--- src/rtl/regfile_bank_param_if.sv ---
// Register-bank access bus: software-side request/response plus hardware-side register taps.
// master drives accesses and hardware inputs; slave is the register bank.
interface regfile_bank_param_if #(
  parameter int ADDR_W = 14,
  parameter int DATA_W = 16,
  parameter int NUM_RW = 12,
  parameter int NUM_RO = 2,
  parameter int CMD_W  = 10,
  parameter int EVT_W  = 8
);
  logic                     wr_en;
  logic                     rd_en;
  logic [ADDR_W-1:0]        addr;
  logic [DATA_W-1:0]        write_data;
  logic [DATA_W/8-1:0]      wr_strb;
  logic [DATA_W-1:0]        read_data;
  logic                     rd_valid;
  logic                     addr_err;
  logic [NUM_RW*DATA_W-1:0] rw_q;
  logic [NUM_RO*DATA_W-1:0] ro_d;
  logic [CMD_W-1:0]         cmd_pulse;
  logic                     cmd_valid;
  logic [EVT_W-1:0]         evt_in;
  logic                     irq;

  modport master (
    output wr_en, rd_en, addr, write_data, wr_strb, ro_d, evt_in,
    input  read_data, rd_valid, addr_err, rw_q, cmd_pulse, cmd_valid, irq
  );
  modport slave (
    input  wr_en, rd_en, addr, write_data, wr_strb, ro_d, evt_in,
    output read_data, rd_valid, addr_err, rw_q, cmd_pulse, cmd_valid, irq
  );
endinterface

--- src/rtl/regfile_bank_param.sv ---
// Parametrised register bank: RW config, RO status, command pulses, sticky W1C events with irq mask.
// Optional REGFILE_SHADOW_EN: each RW register gets a hardware shadow committed by a CMD write with the MSB set.
module regfile_rw_cell #(
  parameter int                DATA_W  = 16,
  parameter logic [DATA_W-1:0] RST_VAL = '0
) (
  input  logic                clk,
  input  logic                rst,
  input  logic                we,
  input  logic                commit,
  input  logic [DATA_W/8-1:0] strb,
  input  logic [DATA_W-1:0]   wdata,
  output logic [DATA_W-1:0]   sw_q,
  output logic [DATA_W-1:0]   hw_q
);
  always_ff @(posedge clk or posedge rst)
    if (rst) sw_q <= RST_VAL;
    else if (we)
      for (int b = 0; b < DATA_W/8; b++)
        if (strb[b]) sw_q[b*8 +: 8] <= wdata[b*8 +: 8];

`ifdef REGFILE_SHADOW_EN
  always_ff @(posedge clk or posedge rst)
    if (rst)         hw_q <= RST_VAL;
    else if (commit) hw_q <= sw_q;
`else
  logic unused_commit;
  assign unused_commit = commit;
  assign hw_q = sw_q;
`endif
endmodule

module regfile_bank_param #(
  parameter int                       ADDR_W   = 14,
  parameter int                       DATA_W   = 16,
  parameter int                       NUM_RW   = 12,
  parameter int                       RW_BASE  = 'h001,
  parameter logic [NUM_RW*DATA_W-1:0] RW_RST   = '0,
  parameter int                       NUM_RO   = 2,
  parameter int                       RO_BASE  = 'h040,
  parameter int                       CMD_ADDR = 'h080,
  parameter int                       CMD_W    = 10,
  parameter int                       EVT_ADDR = 'h0C0,
  parameter int                       EVT_W    = 8
) (
  input logic                  clk,
  input logic                  rst,
  regfile_bank_param_if.slave  bus
);
  localparam logic [ADDR_W-1:0] CMD_A = ADDR_W'(CMD_ADDR);
  localparam logic [ADDR_W-1:0] EVT_A = ADDR_W'(EVT_ADDR);
  localparam logic [ADDR_W-1:0] MSK_A = ADDR_W'(EVT_ADDR + 1);

  logic [NUM_RW-1:0]             rw_hit;
  logic [NUM_RO-1:0]             ro_hit;
  logic [NUM_RW-1:0][DATA_W-1:0] rw_sw, rw_hw;
  logic                          cmd_hit, evt_hit, msk_hit, mapped, cmd_wr, commit_q;
  logic [EVT_W-1:0]              evt_q, mask_q, w1c;
  logic [DATA_W-1:0]             rd_mux;
  logic [1:0]                    vld_pipe;

  assign cmd_hit = bus.addr == CMD_A;
  assign evt_hit = bus.addr == EVT_A;
  assign msk_hit = bus.addr == MSK_A;
  assign mapped  = (|rw_hit) | (|ro_hit) | cmd_hit | evt_hit | msk_hit;
  assign cmd_wr  = bus.wr_en & cmd_hit;
  assign w1c     = (bus.wr_en & evt_hit) ? bus.write_data[EVT_W-1:0] : '0;

  for (genvar i = 0; i < NUM_RW; i++) begin : g_rw
    assign rw_hit[i] = bus.addr == ADDR_W'(RW_BASE + i);
    regfile_rw_cell #(
      .DATA_W  (DATA_W),
      .RST_VAL (RW_RST[i*DATA_W +: DATA_W])
    ) u_cell (
      .clk    (clk),
      .rst    (rst),
      .we     (bus.wr_en & rw_hit[i]),
      .commit (commit_q),
      .strb   (bus.wr_strb),
      .wdata  (bus.write_data),
      .sw_q   (rw_sw[i]),
      .hw_q   (rw_hw[i])
    );
  end

  for (genvar i = 0; i < NUM_RO; i++) begin : g_ro
    assign ro_hit[i] = bus.addr == ADDR_W'(RO_BASE + i);
  end

  assign bus.rw_q = rw_hw;

`ifdef REGFILE_SHADOW_EN
  // Commit is delayed one edge so a software write in the commit cycle is captured.
  always_ff @(posedge clk or posedge rst)
    if (rst) commit_q <= 1'b0;
    else     commit_q <= cmd_wr & bus.write_data[DATA_W-1];
`else
  assign commit_q = 1'b0;
`endif

  // Read mux sees flop outputs only, so a same-cycle write returns the old value.
  always_comb begin
    rd_mux = '0;
    for (int i = 0; i < NUM_RW; i++) if (rw_hit[i]) rd_mux = rw_sw[i];
    for (int i = 0; i < NUM_RO; i++) if (ro_hit[i]) rd_mux = bus.ro_d[i*DATA_W +: DATA_W];
    if (evt_hit) rd_mux = DATA_W'(evt_q);
    if (msk_hit) rd_mux = DATA_W'(mask_q);
  end

  assign vld_pipe[0]  = bus.rd_en;
  assign bus.rd_valid = vld_pipe[1];
  assign bus.irq      = |(evt_q & mask_q);

  always_ff @(posedge clk or posedge rst)
    if (rst) begin
      vld_pipe[1]   <= 1'b0;
      bus.read_data <= '0;
      bus.addr_err  <= 1'b0;
      bus.cmd_valid <= 1'b0;
      bus.cmd_pulse <= '0;
      evt_q         <= '0;
      mask_q        <= '0;
    end else begin
      vld_pipe[1]   <= vld_pipe[0];
      if (bus.rd_en) bus.read_data <= rd_mux;
      bus.addr_err  <= (bus.wr_en | bus.rd_en) & ~mapped;
      bus.cmd_valid <= cmd_wr;
      bus.cmd_pulse <= cmd_wr ? bus.write_data[CMD_W-1:0] : '0;
      evt_q         <= (evt_q & ~w1c) | bus.evt_in;
      if (bus.wr_en & msk_hit)
        for (int b = 0; b < EVT_W; b++)
          if (bus.wr_strb[b/8]) mask_q[b] <= bus.write_data[b];
    end
endmodule

--- src/flat_wrapper.sv ---
// flat-port wrapper written by rule: the top's interface ports become plain ports
module regfile_bank_param_flat 
#(
  parameter int                       ADDR_W   = 14,
  parameter int                       DATA_W   = 16,
  parameter int                       NUM_RW   = 12,
  parameter int                       RW_BASE  = 'h001,
  parameter logic [NUM_RW*DATA_W-1:0] RW_RST   = '0,
  parameter int                       NUM_RO   = 2,
  parameter int                       RO_BASE  = 'h040,
  parameter int                       CMD_ADDR = 'h080,
  parameter int                       CMD_W    = 10,
  parameter int                       EVT_ADDR = 'h0C0,
  parameter int                       EVT_W    = 8
)
  (clk, rst, bus_wr_en, bus_rd_en, bus_addr, bus_write_data, bus_wr_strb, bus_ro_d, bus_evt_in, bus_read_data, bus_rd_valid, bus_addr_err, bus_rw_q, bus_cmd_pulse, bus_cmd_valid, bus_irq);
  regfile_bank_param_if #(.ADDR_W(ADDR_W), .DATA_W(DATA_W), .NUM_RW(NUM_RW), .NUM_RO(NUM_RO), .CMD_W(CMD_W), .EVT_W(EVT_W)) bus_i ();
  input logic clk;
  input logic rst;
  input wire logic [$bits(bus_i.wr_en)-1:0] bus_wr_en;
  input wire logic [$bits(bus_i.rd_en)-1:0] bus_rd_en;
  input wire logic [$bits(bus_i.addr)-1:0] bus_addr;
  input wire logic [$bits(bus_i.write_data)-1:0] bus_write_data;
  input wire logic [$bits(bus_i.wr_strb)-1:0] bus_wr_strb;
  input wire logic [$bits(bus_i.ro_d)-1:0] bus_ro_d;
  input wire logic [$bits(bus_i.evt_in)-1:0] bus_evt_in;
  output wire logic [$bits(bus_i.read_data)-1:0] bus_read_data;
  output wire logic [$bits(bus_i.rd_valid)-1:0] bus_rd_valid;
  output wire logic [$bits(bus_i.addr_err)-1:0] bus_addr_err;
  output wire logic [$bits(bus_i.rw_q)-1:0] bus_rw_q;
  output wire logic [$bits(bus_i.cmd_pulse)-1:0] bus_cmd_pulse;
  output wire logic [$bits(bus_i.cmd_valid)-1:0] bus_cmd_valid;
  output wire logic [$bits(bus_i.irq)-1:0] bus_irq;
  assign bus_i.wr_en = bus_wr_en;
  assign bus_i.rd_en = bus_rd_en;
  assign bus_i.addr = bus_addr;
  assign bus_i.write_data = bus_write_data;
  assign bus_i.wr_strb = bus_wr_strb;
  assign bus_i.ro_d = bus_ro_d;
  assign bus_i.evt_in = bus_evt_in;
  assign bus_read_data = bus_i.read_data;
  assign bus_rd_valid = bus_i.rd_valid;
  assign bus_addr_err = bus_i.addr_err;
  assign bus_rw_q = bus_i.rw_q;
  assign bus_cmd_pulse = bus_i.cmd_pulse;
  assign bus_cmd_valid = bus_i.cmd_valid;
  assign bus_irq = bus_i.irq;
  regfile_bank_param #(.ADDR_W(ADDR_W), .DATA_W(DATA_W), .NUM_RW(NUM_RW), .RW_BASE(RW_BASE), .RW_RST(RW_RST), .NUM_RO(NUM_RO), .RO_BASE(RO_BASE), .CMD_ADDR(CMD_ADDR), .CMD_W(CMD_W), .EVT_ADDR(EVT_ADDR), .EVT_W(EVT_W)) u_core (.clk(clk), .rst(rst), .bus(bus_i));
endmodule
--- config.mk ---
export PLATFORM = sky130hd
export DESIGN_NAME = regfile_bank_param_flat
export DESIGN_NICKNAME = d
export VERILOG_FILES = /design/src/rtl/regfile_bank_param_if.sv /design/src/rtl/regfile_bank_param.sv /design/src/flat_wrapper.sv
export SDC_FILE = /design/constraint.sdc
export NUM_CORES = 1
export LEC_CHECK = 0
export ABC_CLOCK_PERIOD_IN_PS = 2000
export CORE_MARGIN = 1.5
export CORE_UTILIZATION = 40
export CTS_CLUSTER_DIAMETER = 150
export DETAILED_ROUTE_END_ITERATION = 6
export PLACE_DENSITY = 0.77
export RECOVER_POWER = 25
export SLEW_MARGIN = 20
export SYNTH_ARGS = -nofsm -noshare
export SYNTH_HDL_FRONTEND = slang
export SYNTH_HIERARCHICAL = 1
export SYNTH_SLANG_ARGS = --single-unit
--- constraint.sdc ---
create_clock -name clk -period 2 [get_ports clk]
set_clock_uncertainty 0.15 [all_clocks]
set_input_delay 0.4 -clock clk [delete_from_list [all_inputs] [get_ports clk]]
set_output_delay 0.4 -clock clk [all_outputs]
set_load 0.01 [all_outputs]
# Word level (Yosys, flattened, before mapping)

Index checks and enable logic that the tools add are counted.

Reductions and logical operators: 28
Mux-type cells: 18
Equality and inequality tests: 17
Bitwise operators: 26

Operators with widths:

| operator                                                         | count |
|---|---|
| 16-bit two-way mux                                               | 16 |
| 14-bit by 4-bit == test with 1-bit output, second input constant | 5 |
| 14-bit by 3-bit == test with 1-bit output, second input constant | 4 |
| 2-bit AND reduction                                              | 25 |
| 14-bit by 8-bit == test with 1-bit output, second input constant | 3 |
| 14-bit by 2-bit == test with 1-bit output, second input constant | 2 |
| 14-bit by 7-bit == test with 1-bit output, second input constant | 2 |
| 1-bit bitwise AND                                                | 16 |
| 8-bit bitwise AND                                                | 2 |
| 14-bit by 1-bit == test with 1-bit output, second input constant | 1 |
| 12-bit OR reduction                                              | 1 |
| 10-bit two-way mux                                               | 1 |
| 8-bit two-way mux                                                | 1 |
| 8-bit inverter                                                   | 1 |
| 8-bit OR                                                         | 1 |
| 8-bit OR reduction                                               | 1 |
| 1-bit OR                                                         | 5 |
| 2-bit OR reduction                                               | 1 |
| 1-bit inverter                                                   | 1 |

Output and inout bits: 222
Word-level logic and storage cells: 120
Register bits after elaboration: 237
Input port bits: 76

# Logic depth before layout (Yosys ltp)

Gate-level depths: netlist of the first run.

Depth in word-level cells: 17
Depth in mapped cells: 9
Mapped depth without buffers: 6

# Hierarchy

Netlist of the first run, hierarchy kept.

By module, submodules not included:

| module             | cells an instance | times used | area each (µm²) | seq. area each (µm²) |
|---|---|---|---|---|
| regfile_rw_cell    | 51                | 12         | 716.9           | 400.4 |
| regfile_bank_param | 582               | 1          | 4,633.2         | 1,126.1 |

# Least setup slack after synthesis of the first run

Ideal clock, no wire load.

Path kind: input-to-reg
Start: input port bus_addr[6]
End: register u_core.g_rw[7].u_cell.sw_q[10]
Stages on the path: 9
Slack: -631 ps
Arrival time: 2,356 ps
Buffers on the path: 3
Data required time: 1,725 ps
Setup time: 125 ps
Path through: buf_2 or4_1 nor3_2 buf_4 buf_2 nand2_1 nor3_1 nand2_2 mux2_2

Longest elaborated chain between the ends: 3

RTL lines:

| what                                      | RTL line                 | text |
|---|---|---|
| start, declared                           | flat_wrapper.sv:22       | `input wire logic [$bits(bus_i.addr)-1:0] bus_addr;` |
| 14-bit by 4-bit == test with 1-bit output | regfile_bank_param.sv:70 | `assign rw_hit[i] = bus.addr == ADDR_W'(RW_BASE + i);` |
| 1-bit bitwise AND                         | regfile_bank_param.sv:77 | `.we (bus.wr_en & rw_hit[i]),` |
| 2-bit AND reduction (no line)             | -                        |  |
| end signal, assigned by index             | regfile_bank_param.sv:20 | `if (strb[b]) sw_q[b*8 +: 8] <= wdata[b*8 +: 8];` |
| end, declared                             | regfile_bank_param.sv:13 | `output logic [DATA_W-1:0] sw_q,` |

No other way between the ends.
A chain may end at the register's enable or synchronous reset.

# Final worst setup path of the first run

Start: input port bus_addr[1]
End: register u_core.bus.read_data[8]

Longest elaborated chain between the ends: 17
Elaborated cells on any way between the ends: 32
Classes of those cells: 16 x eq/ne; 16 x mux

RTL lines:

| what                                      | RTL line                    | text |
|---|---|---|
| 14-bit by 1-bit == test with 1-bit output | regfile_bank_param.sv:70    |  |
| 16-bit two-way mux (12 in a row)          | regfile_bank_param.sv:104   | `for (int i = 0; i < NUM_RW; i++) if (rw_hit[i]) rd_mux = rw_sw[i];` |
| 16-bit two-way mux (2 in a row)           | regfile_bank_param.sv:105   | `for (int i = 0; i < NUM_RO; i++) if (ro_hit[i]) rd_mux = bus.ro_d[i*DATA_W +: DATA_W];` |
| 16-bit two-way mux                        | regfile_bank_param.sv:106   | `if (evt_hit) rd_mux = DATA_W'(evt_q);` |
| 16-bit two-way mux (*)                    | regfile_bank_param.sv:107   | `if (msk_hit) rd_mux = DATA_W'(mask_q);` |
| end signal, assigned                      | regfile_bank_param.sv:125   | `if (bus.rd_en) bus.read_data <= rd_mux;` |
| end, declared                             | regfile_bank_param_if.sv:32 | `output read_data, rd_valid, addr_err, rw_q, cmd_pulse, cmd_valid, irq` |

Every way passes the cells marked *; elsewhere a longest branch is shown, timed or not.

==> flow_summary.yaml, run 1 <==
outcome:
  run_status: "finished with violations"
  violated_checks: "negative setup slack"
setup_path:
  crit_path_end_kind: "register"
  reg_to_reg_slack_setup_ps: 40
  worstSetupStartpoint: "bus_addr[1]"
  endpoint: "u_core/bus.read_data[8]$_DFFE_PP0P_"
  worst_ep_arrival_time_ps: 2340
  timing.critical_path.slowest_stage_cell: "nor3b_1"
  regToRegEndpoint: "u_core/bus.read_data[4]$_DFFE_PP0P_"
  cell_mode_on_critical_path: "buf_4"
  worst_r2r_path_depth: 7
  worstReg2RegStart: "u_core/g_rw[2].u_cell/hw_q[4]$_DFFE_PP0P_"
  path_max_fanout: 12
  worstPathRequired_ps: 2300
  timing_worst_setup_path_type: "input port to register"
  worstPathCellList: "buf_2 > buf_4 > buf_4 > nor3b_1 > nand3_1 > a21oi_2 > buf_4 > a211oi_1 > o2bb2ai_1"
  critical-path-max-stage-delay_ps: 380
  crit_path_start_kind: "input port"
flow_run:
  max-cap-violations: 0
final_layout:
  layout.cells.most_common: "buf_4"
  num-nets-final: 1630
  n_antenna_cell: 0
  syn_to_final_growth_pct: 42.7
  commonest_non_fill_non_tap_cells_in_the_layout: "buf_4 (240), dfrtp_1 (233), dlygate4sd2_1 (198)"
  finish.instance_area_sq_um: 18900
  final-instance-count-excl-fill: 2015
  share_of_final_layout_standard_cells_stronger_than_drive_strength_1_pct: 43.0
  post-route-util_pct: 58.0
detailed_routing:
  detail_route.drc_violations: 0
  drt-initial-drc-count: 876
  drt_wl_total_mm: 50.0
  via_per_inst: 5.56
  drt_pass1_iterations: 5
  via_count: 11200
  routed_len_inst_um: 24.8
  ant_nets: 0
sta:
  fin_crit_sh_pct: 102
  finalHoldViolations: 0
  post-route-min-period_ps: 2030
  timing.hold.ws_ps: 291
  maxSlewHeadroom_pct: 22.7
  report.final.setup_viol: 27
  final.setup.tns_ps: -408
  rsz0062_at_grt: "true"
  max_frequency_ghz: 0.491
  worst_slew_pin_slew_ps: 1160
  worst_slack_ps: -34.7
  slew_violations: 0
placed_design:
  placedCellCount: 1905
  placed_cell_area_sq_um: 17100
  hpwl_mm: 38.0
  gp_congestion: 0.983
  preCtsSetupSlack_ps: -970
  buffers_added_on_ports: 297
synthesis:
  synth_fp_nets: 1269
  synth.avg_cell_area_sq_um: 11.1
  yosysWarningCount: 6
  synth_area_sq_um: 13200
  gate_count_after_technology_mapping: 1193
floorplanning:
  num_rows: 66
  horizontal_die_dimension_um: 185
  start_util_pct: 40.7
  total_die_area_sq_um: 34200
  boundaryPins: 298
  coreArea_sq_um: 32500
  die_h_um: 185
clocking:
  skew_pair_late_insertion_delay_ps: 530
  cts.sinks: 237
  clkTransAtPathRegs_ps: 60
  h_tree_lvl_count: 1
  cts_tree: "built"
  ctsRootBufferMaster: "clkbuf_16"
  ctsLongestPathBuffers: 3
  cts_made_buffers: 27
global_route:
  antenna_found_initial: 1
  maximum_number_of_pins_on_one_net_before_global_route_repair: 45
  grt_pass1_wl_mm: 72.6
  first_global_vias: 11700
  grt_use_total_pct: 28.6
  total_grt_overflow: 0
pwr:
  static-leakage-power_nw: 9.90
  finalPower_mw: 11.3
  peakVddDrop_uv: 592
  p_per_area_nw_per_um2: 600
worst_hold_path:
  hold_path.class: "input port to register"
-- how the worst min path moves through the flow --
stage,endpoint,from,cells after the start
3_3_place_gp,u_core/bus.read_data[14]$_DFFE_PP0P_,u_core/bus.read_data[14]$_DFFE_PP0P_,1
4_1_cts,u_core/bus.read_data[10]$_DFFE_PP0P_,rst,3
3_5_place_dp,u_core/bus.read_data[14]$_DFFE_PP0P_,u_core/bus.read_data[14]$_DFFE_PP0P_,1
5_1_grt,u_core/evt_q[6]$_DFF_PP0_,bus_evt_in[6],2
6_report,u_core/evt_q[5]$_DFF_PP0_,bus_evt_in[5],2
2_1_floorplan,u_core/g_rw[0].u_cell/hw_q[0]$_DFFE_PP0P_,rst,1
-- where the power goes --
part,internal [mW],switching [mW]
clock,3.22,2.04
combinational,0.527,0.726
sequential,4.81,0.00809
-- worst max-delay path: cells and delay by family --
kind                   cells  cell delay, ps
AOI/OAI and AO/OA          3             550
and+or+nand+nor            2             640
buffers and inverters      4             740
-- timing repair --
action	CTS	global route
endpoints found under the hold margin	0	0
gates resized for setup	317	88
endpoints found under the setup margin	442	219
pin swaps	37	45
hold buffers	0	0
setup buffers	45	18
gates cloned	2	2
-- sequential cells by signal, indices dropped and copies added (netlist names) --
register,cells
u_core/g_rw.u_cell/hw_q,192
u_core/bus.read_data,16
u_core/bus.cmd_pulse,10
u_core/evt_q,8
u_core/mask_q,8
u_core/bus.addr_err,1
u_core/bus.cmd_valid,1
u_core/bus.rd_valid,1
-- routing by layer --
metal	wire (um)	up-vias	track usage (%)
met5	13	-	0
met1	20400	5665	36.4
met3	4370	96	6.72
met4	1390	2	8.81
li1	-	4900	-
met2	23800	547	48.1
-- cell type report --
type | count | area [sq um]
repair buffers | 578 | 5060
fillers | 2826 | 13700
inverters | 20 | 75.1
clock inverters | 14 | 203
flip-flops and latches | 237 | 5940
well taps | 442 | 553
clock buffers | 34 | 732
multi-input cells | 690 | 6330
No activity file was read; power rests on OpenSTA's default activity.
==> run 2: changes to the inputs <==
Settings changed: CTS_BUF_LIST from default to sky130_fd_sc_hd__clkbuf_16, PLACE_DENSITY 0.77 to default, PLACE_DENSITY_LB_ADDON from default to 0.25, REMOVE_ABC_BUFFERS from default to 1.
==> run 2 against run 1 <==
  * The run still ends with negative setup slack left
  * Final cell count down 0.89%
  * Critical path depth unchanged
  * Die area unchanged
  * Highest routed layer is now met4
==> flow_summary.yaml, run 2 (synthesis results as in run 1) <==
floorplanning:
  num_rows: 66
  total_die_area_sq_um: 34200
  start_util_pct: 40.7
  coreArea_sq_um: 32500
  die_h_um: 185
  horizontal_die_dimension_um: 185
  boundaryPins: 298
final_layout:
  max_flop_register: "u_core/g_rw.u_cell/hw_q"
  commonest_non_fill_non_tap_cells_in_the_layout: "dfrtp_1 (237), buf_4 (224), dlygate4sd2_1 (206)"
  largest_registers_ranked_by_flip_flop_count: "u_core/g_rw.u_cell/hw_q x192, u_core/bus.read_data x16, u_core/bus.cmd_pulse x10"
  share_of_final_layout_standard_cells_stronger_than_drive_strength_1_pct: 40.1
  max_ffs_per_register: 192
  num-nets-final: 1610
  syn_to_final_growth_pct: 39.5
  layout.cells.most_common: "dfrtp_1"
setup_path:
  timing.critical_path.slowest_stage_cell: "or4_4"
  cp_num_buf_inv: 3
  crit_path_end_kind: "register"
  worstPathRequired_ps: 2280
  worstPathCellList: "buf_8 > or4_4 > nor3_4 > buf_6 > nand2_2 > nor3_2 > buf_6 > nand2_8 > mux2_2"
  reg_to_reg_slack_setup_ps: 30
  worst_r2r_path_depth: 6
  top_cell_family_by_delay_on_the_critical_path: "simple AND/OR/NAND/NOR gates"
  worst_ep_arrival_time_ps: 2390
  timing_worst_setup_path_type: "input port to register"
  path_max_fanout: 8
  regToRegEndpoint: "u_core/bus.read_data[9]$_DFFE_PP0P_"
  critical-path-max-stage-delay_ps: 560
  cell_mode_on_critical_path: "buf_6"
  crit_path_start_kind: "input port"
  worstReg2RegStart: "u_core/g_rw[1].u_cell/hw_q[9]$_DFFE_PP0P_"
flow_run:
  max-cap-violations: 0
pwr:
  sw_frac_of_total_pct: 25.9
  power.internal_mw: 8.00
  finalPower_mw: 10.8
  pwr-share-clk_pct: 44.4
  power.share.sequential_pct: 44.6
  p_per_area_nw_per_um2: 585
  static-leakage-power_nw: 9.61
  power.share.combinational_pct: 11.1
  p_switching_mw: 2.80
  peakVddDrop_uv: 680
sta:
  rsz0062_at_grt: "true"
  report.final.setup_viol: 102
  worst_slew_pin_slew_ps: 1070
  post-route-min-period_ps: 2110
  timing.hold.ws_ps: 266
  worst_slack_ps: -109
  max_frequency_ghz: 0.474
  maxSlewHeadroom_pct: 28.4
  finalHoldViolations: 0
  fin_crit_sh_pct: 105
  slew_violations: 0
clocking:
  h_tree_lvl_count: 1
  ctsRootBufferMaster: "clkbuf_16"
  cts_hold_repair.buffers: 0
  cts_tree: "built"
  skew_pair_late_insertion_delay_ps: 570
  clkTransAtPathRegs_ps: 60
  cts.sinks: 237
  cts_made_buffers: 27
  ctsLongestPathBuffers: 3
detailed_routing:
  ant_nets: 0
  via_per_inst: 5.49
  via_count: 11000
  drt_wl_total_mm: 48.7
  drt_pass1_iterations: 6
  drt-initial-drc-count: 900
  routed_len_inst_um: 24.4
  detail_route.drc_violations: 0
global_route:
  maximum_number_of_pins_on_one_net_before_global_route_repair: 46
  grt_pass1_wl_mm: 71.0
  antenna_found_initial: 2
  grt_use_total_pct: 28.0
  first_global_vias: 11200
  total_grt_overflow: 0
worst_hold_path:
  hold_path.class: "input port to asynchronous set/reset pin"
placed_design:
  buffers_added_on_ports: 297
  hpwl_mm: 36.2
  gp_congestion: 0.937
outcome:
  violated_checks: "negative setup slack"
  run_status: "finished with violations"
==> run 2: changes by cell type in the layout (fill, tap and decap cells not counted), moves of 5 or more <==
cell,before,now
buf_4,240,224
dlygate4sd2_1,198,206
clkinv_1,0,6
dlymetal6s2s_1,10,4
nand2_2,12,6
inv_1,17,22
mux2_2,197,202
mux2_4,6,1
==> run 2: worst reg2reg max path, stage by stage, from the launching register on <==
cell,delay (ps)
dfrtp_1,390
mux2_2,280
a22oi_2,130
o32a_1,230
o211ai_1,220
a222oi_1,350
o2bb2ai_1,100
==> run 2: worst max path at each step <==
stage / startpoint / slack, ps / cells past startpoint / endpoint
floorplan: bus_addr[9] / -830 / 6 / u_core/g_rw[7].u_cell/hw_q[10]$_DFFE_PP0P_
global placement: bus_addr[9] / -1130 / 9 / u_core/bus.read_data[13]$_DFFE_PP0P_
detailed placement: bus_addr[5] / -1150 / 9 / u_core/bus.read_data[13]$_DFFE_PP0P_
CTS: bus_addr[6] / -80 / 10 / u_core/bus.read_data[14]$_DFFE_PP0P_
global route: bus_addr[12] / -150 / 9 / u_core/g_rw[7].u_cell/hw_q[11]$_DFFE_PP0P_
finish: bus_addr[12] / -110 / 9 / u_core/g_rw[7].u_cell/hw_q[11]$_DFFE_PP0P_
==> run 2: timing repair <==
item,CTS,global route
resized for setup,347,70
endpoints found under the setup margin,442,210
hold endpoints to repair,0,0
gates cloned,1,0
buffers inserted,35,9
pin swaps,36,39
==> run 2: layer usage <==
metal	GRT usage (%)	up-vias	routed length (um)	part of all wire [%]
met4	6.76	0	1050	2.2
li1	-	4870	-	-
met1	37.8	5522	21100	43
met5	0	-	0	0
met2	45.7	510	22800	47
met3	6.06	60	3730	7.6
==> run 2: area by class of cell <==
cell class | instances | area [sq um]
fillers | 2919 | 14100
multi-input cells | 690 | 6270
flip-flops and latches | 237 | 5930
repair buffers | 558 | 4790
clock buffers | 27 | 676
well taps | 442 | 553
clock inverters | 21 | 163
inverters | 20 | 75.1
diodes | 2 | 5.00
==> run 2: power groups by stage <==
stage / Combinational, mW / Sequential, mW / Clock (mW)
floorplan: 0.313 / 4.91 / 0
global placement: 1.10 / 4.90 / 0
detailed placement: 1.11 / 4.90 / 0
CTS: 1.15 / 4.81 / 4.86
global route: 1.26 / 4.81 / 5.07
finish: 1.19 / 4.81 / 4.79
==> run 2: metrics by stage <==
stage	cells	instance area, sq um	setup TNS (ps)	setup slack (ps)	util, %
floorplan	947	11500	-149090	-828	-
global placement	1904	16800	-226960	-1130	51.7
detailed placement	1904	16800	-232880	-1150	51.7
CTS	1988	18100	-302	-82.6	55.6
global route	1997	18500	-9590	-151	56.7
finish	1997	18500	-2900	-109	56.7
